## config.mk

```make
export PLATFORM = sky130hd
export DESIGN_NAME = oam_dma_controller
export DESIGN_NICKNAME = d
export VERILOG_FILES = /design/src/rtl/oam_dma_controller.sv
export SDC_FILE = /design/constraint.sdc
export NUM_CORES = 1
export LEC_CHECK = 0
export ABC_AREA = 1
export CAP_MARGIN = 20
export CELL_PAD_IN_SITES_DETAIL_PLACEMENT = 0
export CELL_PAD_IN_SITES_GLOBAL_PLACEMENT = 2
export CORE_MARGIN = 3
export CORE_UTILIZATION = 30
export DETAILED_ROUTE_END_ITERATION = 10
export PLACE_DENSITY = 0.83
export SYNTH_ARGS = -nofsm -noshare
export SYNTH_HDL_FRONTEND = slang
export SYNTH_SLANG_ARGS = --single-unit
export TNS_END_PERCENT = 50
```

## constraint.sdc

```tcl
create_clock -name i_clk -period 1.8 [get_ports i_clk]
set_clock_uncertainty 0.15 [all_clocks]
set_input_delay 0.27 -clock i_clk [delete_from_list [all_inputs] [get_ports i_clk]]
set_output_delay 0.27 -clock i_clk [all_outputs]
set_load 0.05 [all_outputs]
```

## src/rtl/oam_dma_controller.sv

```systemverilog
// OAM DMA sequencer: halts the CPU, then copies one page of CPU memory to the
// PPU OAMDATA port as GET-aligned read/write pairs.
module oam_dma_controller #(
    parameter logic [15:0] OAM_DATA_ADDR = 16'h2004,
    parameter int          TRANSFER_LEN  = 256
) (
    input  logic        i_clk,
    input  logic        i_reset_n,
    input  logic        i_ce,
    input  logic        i_dma_start,
    input  logic [7:0]  i_dma_page,
    input  logic        i_cpu_halted,
    input  logic [7:0]  i_bus_data,
    output logic        o_cpu_rdy,
    output logic        o_bus_request,
    output logic [15:0] o_bus_address,
    output logic        o_bus_rw,
    output logic [7:0]  o_bus_data,
    output logic        o_busy
);

    typedef enum logic [2:0] {
        S_IDLE  = 3'd0,
        S_HALT  = 3'd1,
        S_ALIGN = 3'd2,
        S_READ  = 3'd3,
        S_WRITE = 3'd4
    } state_t;

    localparam logic [7:0] LAST_IDX = 8'(TRANSFER_LEN - 1);

    state_t      state_q, state_d;
    logic [7:0]  page_q, page_d;
    logic [7:0]  index_q, index_d;
    logic        parity_q, parity_d;
    logic [7:0]  data_q, data_d;
    logic        rdy_q, rdy_d;
    logic        req_q, req_d;
    logic [15:0] addr_q, addr_d;
    logic        rw_q, rw_d;
    logic        busy_q, busy_d;

    // Next-state logic; bus outputs are derived from the next state so they are registered
    always_comb begin
        state_d  = state_q;
        page_d   = page_q;
        index_d  = index_q;
        parity_d = parity_q;
        data_d   = data_q;
        rdy_d    = rdy_q;
        req_d    = req_q;
        addr_d   = addr_q;
        rw_d     = rw_q;
        busy_d   = busy_q;
        if (i_ce) begin
            parity_d = ~parity_q;
            case (state_q)
                S_IDLE: begin
                    if (i_dma_start) begin
                        page_d  = i_dma_page;
                        index_d = 8'd0;
                        state_d = S_HALT;
                    end else begin
                        state_d = S_IDLE;
                    end
                end
                S_HALT: begin
                    // Parity 1 now means the following cycle is a GET, so reads can start
                    if (i_cpu_halted) begin
                        if (parity_q) begin
                            state_d = S_READ;
                        end else begin
                            state_d = S_ALIGN;
                        end
                    end else begin
                        state_d = S_HALT;
                    end
                end
                S_ALIGN: state_d = S_READ;
                S_READ: begin
                    data_d  = i_bus_data;
                    state_d = S_WRITE;
                end
                S_WRITE: begin
                    if (index_q == LAST_IDX) begin
                        state_d = S_IDLE;
                    end else begin
                        index_d = index_q + 8'd1;
                        state_d = S_READ;
                    end
                end
                default: state_d = S_IDLE;
            endcase

            case (state_d)
                S_IDLE: begin
                    rdy_d  = 1'b1;
                    busy_d = 1'b0;
                    req_d  = 1'b0;
                    rw_d   = 1'b1;
                    addr_d = 16'h0000;
                end
                S_HALT, S_ALIGN: begin
                    rdy_d  = 1'b0;
                    busy_d = 1'b1;
                    req_d  = 1'b0;
                    rw_d   = 1'b1;
                    addr_d = 16'h0000;
                end
                S_READ: begin
                    rdy_d  = 1'b0;
                    busy_d = 1'b1;
                    req_d  = 1'b1;
                    rw_d   = 1'b1;
                    addr_d = {page_d, index_d};
                end
                S_WRITE: begin
                    rdy_d  = 1'b0;
                    busy_d = 1'b1;
                    req_d  = 1'b1;
                    rw_d   = 1'b0;
                    addr_d = OAM_DATA_ADDR;
                end
                default: begin
                    rdy_d  = 1'b1;
                    busy_d = 1'b0;
                    req_d  = 1'b0;
                    rw_d   = 1'b1;
                    addr_d = 16'h0000;
                end
            endcase
        end else begin
            state_d = state_q;
        end
    end

    // State and output registers
    always_ff @(posedge i_clk or negedge i_reset_n) begin
        if (!i_reset_n) begin
            state_q  <= S_IDLE;
            page_q   <= 8'd0;
            index_q  <= 8'd0;
            parity_q <= 1'b0;
            data_q   <= 8'd0;
            rdy_q    <= 1'b1;
            req_q    <= 1'b0;
            addr_q   <= 16'h0000;
            rw_q     <= 1'b1;
            busy_q   <= 1'b0;
        end else begin
            state_q  <= state_d;
            page_q   <= page_d;
            index_q  <= index_d;
            parity_q <= parity_d;
            data_q   <= data_d;
            rdy_q    <= rdy_d;
            req_q    <= req_d;
            addr_q   <= addr_d;
            rw_q     <= rw_d;
            busy_q   <= busy_d;
        end
    end

    assign o_cpu_rdy     = rdy_q;
    assign o_bus_request = req_q;
    assign o_bus_address = addr_q;
    assign o_bus_rw      = rw_q;
    assign o_bus_data    = data_q;
    assign o_busy        = busy_q;

endmodule

```

==> implementation parameters, run 1 <==
Parameter                              Value

Global routing
  GRT overflow ... 0
  Total routing resource utilization after global routing ... 0.141
  Global-route wire length before repair ... 9.76 mm
  Via count of the first global-routing pass ... 1971
  Number of antenna violations at the first check in global routing ... 0
  Largest net degree at the start of global routing ... 32

Floorplan
  Number of top-level pins ... 49
  Floorplan die area ... 8770 sq um
  DIE HEIGHT ... 93.7 um
  Die X ... 93.7 um
  Std-Cell Core Area ... 7370 sq um
  Number of rows created at floorplan ... 31
  Effective utilization at floorplan ... 0.313

STA
  Count of final max-slew check failures ... 0
  Final Hold Fails ... 0
  Final clock period utilization by the worst path ... 0.904
  Count of final setup violators ... 0
  Final worst hold slack ... 296 ps
  Unrepaired setup endpoints after global routing ... no
  Remaining max-slew budget at the tightest pin ... 0.643
  Maximum frequency from static timing analysis ... 615 MHz
  Worst slew pin tran ... 536 ps
  Fin Setup TNS ... 0 ps
  Clock period minus worst slack ... 1630 ps

Synthesis
  Sequential fraction of the synthesis area ... 0.522
  Number of synthesized register bits ... 48
  Syn Std Cell Area ... 2310 sq um
  Post-synthesis net count ... 294
  Synthesized area per cell ... 8.48 sq um
  Unique cell type count in the Yosys netlist ... 30
  Share of flip-flops with an asynchronous set or reset after synthesis ... 1.00
  Area fraction of the dominant cell type after synthesis ... 0.499
  Dominant cell type by area after synthesis ... sky130_fd_sc_hd__dfrtp_1
  Main synth FF type ... sky130_fd_sc_hd__dfrtp_1
  Most common cell in the synthesized netlist ... sky130_fd_sc_hd__nand2_1
  Ranking of synthesized cells by instance count ... sky130_fd_sc_hd__nand2_1, sky130_fd_sc_hd__dfrtp_1, sky130_fd_sc_hd__nor2_1
  Syn. warnings ... 0
  Number of cells produced by synthesis ... 272
  Biggest area contributors in the synthesized netlist ... sky130_fd_sc_hd__dfrtp_1, sky130_fd_sc_hd__nand2_1, sky130_fd_sc_hd__o21ai_0
  Number of synthesized flops with an enable pin ... 0

Finish
  Signed area change from the synthesized netlist to the final layout ... 36.0%
  Count of antenna diodes in the layout ... 0
  Share of layout cells above drive strength 1 ... 0.251
  Final Cell Area ... 3140 sq um
  Net count of the finished layout ... 360

Critical path
  Required time of the worst setup path ... 1850 ps
  Launch instance of the worst register-to-register path ... index_q[0]
  Top fanout value on the critical path ... 4
  Critical Path Sink Type ... flip-flop
  Critical R2R Capture ... o_bus_address[0]
  Slack of the worst reg-to-reg path ... 170 ps
  Worst EP arrival ... 1680 ps
  Critical setup path kind ... reg -> reg
  Critical Path Start Type ... flip-flop
  Worst Reg-to-Reg Cells ... 10

CTS
  Longest Clk Path Bufs ... 2
  Number of clock sinks ... 48
  Clock H-tree levels ... 2
  CTS tree ... built
  Worst-path clk slew ... 100 ps
  Clock Latency Late Sink ... 300 ps
  Root Driver ... sky130_fd_sc_hd__clkbuf_8
  Num CTS Buffers ... 5

Placement
  Input/output buffers ... 48
  Post-detailed-placement cell area ... 2980 sq um
  Hpwl dp ... 4.13 mm
  Routability-driven placement congestion ratio ... 0.807

Run status
  Run status ... finished clean

Drt
  Number of DRC markers after the initial detailed-route iteration ... 73
  Average wire per standard cell ... 12.7 um
  Final wirelength ... 5.57 mm
  Via total after detailed routing ... 1978
  Antenna violation net count after detailed routing ... 0
  Count of TritonRoute iterations in the first routing pass ... 4
  Via density per instance ... 4.52
  Number of design rule violations left after detail routing ... 0

Min path
  Min-delay worst type ... in -> async

Power and ir drop
  Total power per unit cell area ... 1600 nW/um^2
  Worst VDD drop ... 0.834 mV
  Static leakage ... 1.52 nW

Flow run
  Number of maximum-capacitance constraint violations ... 0
## how the worst max path moves through the flow
stage               depth (start not counted)          endpoint        start
global placement                            7  o_bus_address[5]  i_dma_start
floorplan                                   8  o_bus_address[1]   index_q[0]
CTS                                         7  o_bus_address[5]   state_q[0]
finish                                     10  o_bus_address[0]   index_q[0]
global route                                9  o_bus_address[2]   index_q[0]
detailed placement                          7  o_bus_address[5]  i_dma_start
## cells by family (layout without fill, tap and decap cells)
kind of cell               count (synthesis)  after routing  share of synthesized area
muxes                                      8              8                     0.0391
adders and majority gates                  1              1                    0.00543
and+or+nand+nor                          124            124                      0.241
AOI/OAI and AO/OA                         55             55                      0.125
buffers and inverters                     34            101                     0.0602
xor gates and xnor gates                   2              2                    0.00760
DFF                                       48             48                      0.522
## flip-flops by register name, indices dropped and copies added, names as in the netlist
register       flops
o_cpu_rdy          1
o_bus_address     16
state_q            3
index_q            8
o_bus_rw           1
page_q             8
o_bus_request      1
parity_q           1
o_bus_data         8
o_busy             1
## layer usage
layer,track usage,wire length (um),up-vias
li1,-,-,1016
met1,0.189,2690,921
met2,0.228,2630,35
met3,0.0313,195,6
met4,0.0397,61,0
met5,0,0,-
## stage by stage
stage | utilization | total power, W | setup WS, ps | std cells
final | 0.426 | 0.00503 | 173 | 438
after floorplan | - | 0.00340 | 267 | 272
after global placement | 0.405 | 0.00426 | 16.6 | 428
after CTS | 0.419 | 0.00498 | 76.9 | 437
after detailed placement | 0.405 | 0.00427 | -3.48 | 428
after global routing | 0.426 | 0.00540 | 20.0 | 438
## cells in the final DEF, fill, tap and decap left out, drive strengths merged, types with 6 or more instances in the layout
cell            n
dfrtp          46
inv            27
clkdlybuf4s50  19
nand2          73
clkbuf          6
nand3          20
o21ai          36
buf            47
a21oi          13
nor2           29
mux2            8
## what timing repair did
action / in CTS / in global routing
setup endpoints to repair: 0 / 9
gates resized for setup: 0 / 8
hold endpoints to repair: 16 / 0
hold buffers: 1 / 0
setup buffers: 0 / 1
## power breakdown
group	switching [W]	leakage (nW)	internal (W)
clock network	0.000383	0.0516	0.000315
registers	0.000224	0.612	0.00147
logic	0.00170	0.852	0.000938
## layout make-up
type | instances | area (sq um)
clock buffers | 6 | 82.6
inverters | 26 | 97.6
well taps | 99 | 124
flip-flops and latches | 48 | 1200
repair buffers | 67 | 626
multi-input cells | 190 | 988
clock inverters | 2 | 13.8
fillers | 781 | 4230
## worst max-delay path, cell delays in order, from the launching register on
cell	delay [ps]
sky130_fd_sc_hd__dfrtp_1	390
sky130_fd_sc_hd__ha_1	210
sky130_fd_sc_hd__inv_1	70
sky130_fd_sc_hd__nor2_2	50
sky130_fd_sc_hd__nand2_1	140
sky130_fd_sc_hd__buf_4	160
sky130_fd_sc_hd__nand2_1	60
sky130_fd_sc_hd__a21oi_2	150
sky130_fd_sc_hd__nor2_1	60
sky130_fd_sc_hd__nand2_1	60
sky130_fd_sc_hd__nand2_1	40
(Power assumes the default switching activity.)
==> run 2, diff against run 1 <==
- clock period: 1.8 -> 1.7 ns (I/O delays scaled with it)
==> run 2 against run 1 <==
Final cell count increased by 1.8%; largest cell class unchanged; critical endpoint is now o_bus_address[5]; worst setup slack got worse by 88 ps; critical path type unchanged; clock power increased by 4.2%; largest power group unchanged; highest routed layer unchanged; hold slack improved by 2.5 ps; flip-flop and latch count unchanged.
==> implementation parameters, run 2 (synthesis results as in run 1) <==
Parameter                              Value

Finish
  Share of layout cells above drive strength 1 ... 0.277
  Net count of the finished layout ... 369
  Most common cell after layout, fill and taps aside ... sky130_fd_sc_hd__nand2_1
  Final core utilization ... 0.442
  Commonest cells after routing, fill and taps aside ... sky130_fd_sc_hd__nand2_1, sky130_fd_sc_hd__buf_4, sky130_fd_sc_hd__dfrtp_1
  Count of antenna diodes in the layout ... 0
  Signed area change from the synthesized netlist to the final layout ... 41.3%
  Fill cell count ... 758
  Number of flip-flops under the largest register name ... 16

Floorplan
  Std-Cell Core Area ... 7370 sq um
  Effective utilization at floorplan ... 0.313
  Floorplan die area ... 8770 sq um
  DIE HEIGHT ... 93.7 um
  Number of top-level pins ... 49
  Number of rows created at floorplan ... 31
  Die X ... 93.7 um

Critical path
  Worst EP arrival ... 1710 ps
  Required time of the worst setup path ... 1790 ps
  Top fanout value on the critical path ... 6
  Critical Path Sink Type ... flip-flop
  Critical Path Start Type ... flip-flop
  Critical setup path kind ... reg -> reg

Global routing
  Total routing resource utilization after global routing ... 0.136
  Via count of the first global-routing pass ... 1994
  Number of antenna violations at the first check in global routing ... 0
  Global-route wire length before repair ... 9.50 mm
  GRT overflow ... 0
  Largest net degree at the start of global routing ... 49

STA
  Worst setup slack after layout ... 85.4 ps
  Count of final max-slew check failures ... 0
  Final clock period utilization by the worst path ... 0.950
  Count of final setup violators ... 0
  Unrepaired setup endpoints after global routing ... yes
  Maximum frequency from static timing analysis ... 619 MHz
  Final Hold Fails ... 0
  Remaining max-slew budget at the tightest pin ... 0.633
  Final worst hold slack ... 298 ps
  Worst slew pin tran ... 550 ps
  Clock period minus worst slack ... 1610 ps

Power and ir drop
  Static leakage ... 1.57 nW
  Worst VDD drop ... 0.762 mV
  Total power per unit cell area ... 1680 nW/um^2

CTS
  Clock Latency Late Sink ... 300 ps
  Number of clock sinks ... 48
  Clock H-tree levels ... 2
  Root Driver ... sky130_fd_sc_hd__clkbuf_8
  Num CTS Buffers ... 5
  Longest Clk Path Bufs ... 2
  Worst-path clk slew ... 90 ps
  CTS tree ... built

Drt
  Via density per instance ... 4.62
  Average wire per standard cell ... 12.8 um
  Number of DRC markers after the initial detailed-route iteration ... 62
  Final wirelength ... 5.72 mm
  Via total after detailed routing ... 2059
  Antenna violation net count after detailed routing ... 0
  Count of TritonRoute iterations in the first routing pass ... 4
  Number of design rule violations left after detail routing ... 0

Placement
  Routability-driven placement congestion ratio ... 0.834
  Setup Slack @ Placement ... -132 ps
  Hpwl dp ... 4.14 mm
  Input/output buffers ... 48

Run status
  Run status ... finished clean

Min path
  Min-delay worst type ... in -> async

Flow run
  Number of maximum-capacitance constraint violations ... 0
-- run 2: critical path, stage by stage, from the launching register on --
cell and delay, ps:
sky130_fd_sc_hd__dfrtp_2 450, sky130_fd_sc_hd__nor2_4 140, sky130_fd_sc_hd__buf_4 140, sky130_fd_sc_hd__nand3_4 110
sky130_fd_sc_hd__nand3_1 120, sky130_fd_sc_hd__nor2_1 70, sky130_fd_sc_hd__nor2_2 210, sky130_fd_sc_hd__nand3_1 100
sky130_fd_sc_hd__nand2_1 70
-- run 2: repair_timing --
item / CTS / global route
endpoints found under the hold margin: 46 / 0
endpoints found under the setup margin: 3 / 25
hold buffers: 1 / 0
resized for setup: 0 / 14
gates cloned: 0 / 1
buffers inserted: 1 / 2
pin swaps: 2 / 7
-- run 2: stage by stage --
| stage | setup TNS, ps | power [W] | cells | area [sq um] |
|---|---|---|---|---|
| after detailed placement | -2150 | 0.00464 | 434 | 3080 |
| final | 0 | 0.00549 | 446 | 3260 |
| after global placement | -1100 | 0.00461 | 434 | 3080 |
| after global routing | -32.5 | 0.00586 | 446 | 3260 |
| after floorplan | 0 | 0.00360 | 272 | 2310 |
| after CTS | -42.8 | 0.00540 | 443 | 3190 |
-- run 2: worst paths after layout --
kind                            startpoint          endpoint  slack [ps]  cells after the start
worst max register to register  state_q[0]  o_bus_address[5]          90                      8
worst min-delay path             i_reset_n        index_q[6]         300                      3
max in group asynchronous        i_reset_n         o_cpu_rdy         790                      3
worst min register to register    parity_q          parity_q         320                      1
min in group i_clk                parity_q          parity_q         320                      1
worst max-delay path            state_q[0]  o_bus_address[5]          90                      8
-- run 2: final cells by class --
class                      instances  area, sq um  share of cell area
tap                               99          124              0.0380
inverter                          26         97.6              0.0299
sequential                        48         1210               0.370
timing repair buffer              75          723               0.222
clock buffer                       6         82.6              0.0253
multi-input combinational        191         1020               0.312
clock inverter                     1         8.76             0.00269
-- run 2: where the power goes --
part	leakage (nW)	switching (W)	internal (W)
logic	0.909	0.00186	0.00110
registers	0.611	0.000240	0.00156
clock network	0.0473	0.000401	0.000326
-- run 2: metal layers --
| metal | share of wire | GRT usage | vias up |
|---|---|---|---|
| met5 | 0 | 0 | - |
| met4 | 0.0080 | 0.0325 | 0 |
| met3 | 0.043 | 0.0321 | 5 |
| met2 | 0.49 | 0.232 | 41 |
| met1 | 0.46 | 0.175 | 970 |
| li1 | - | - | 1043 |
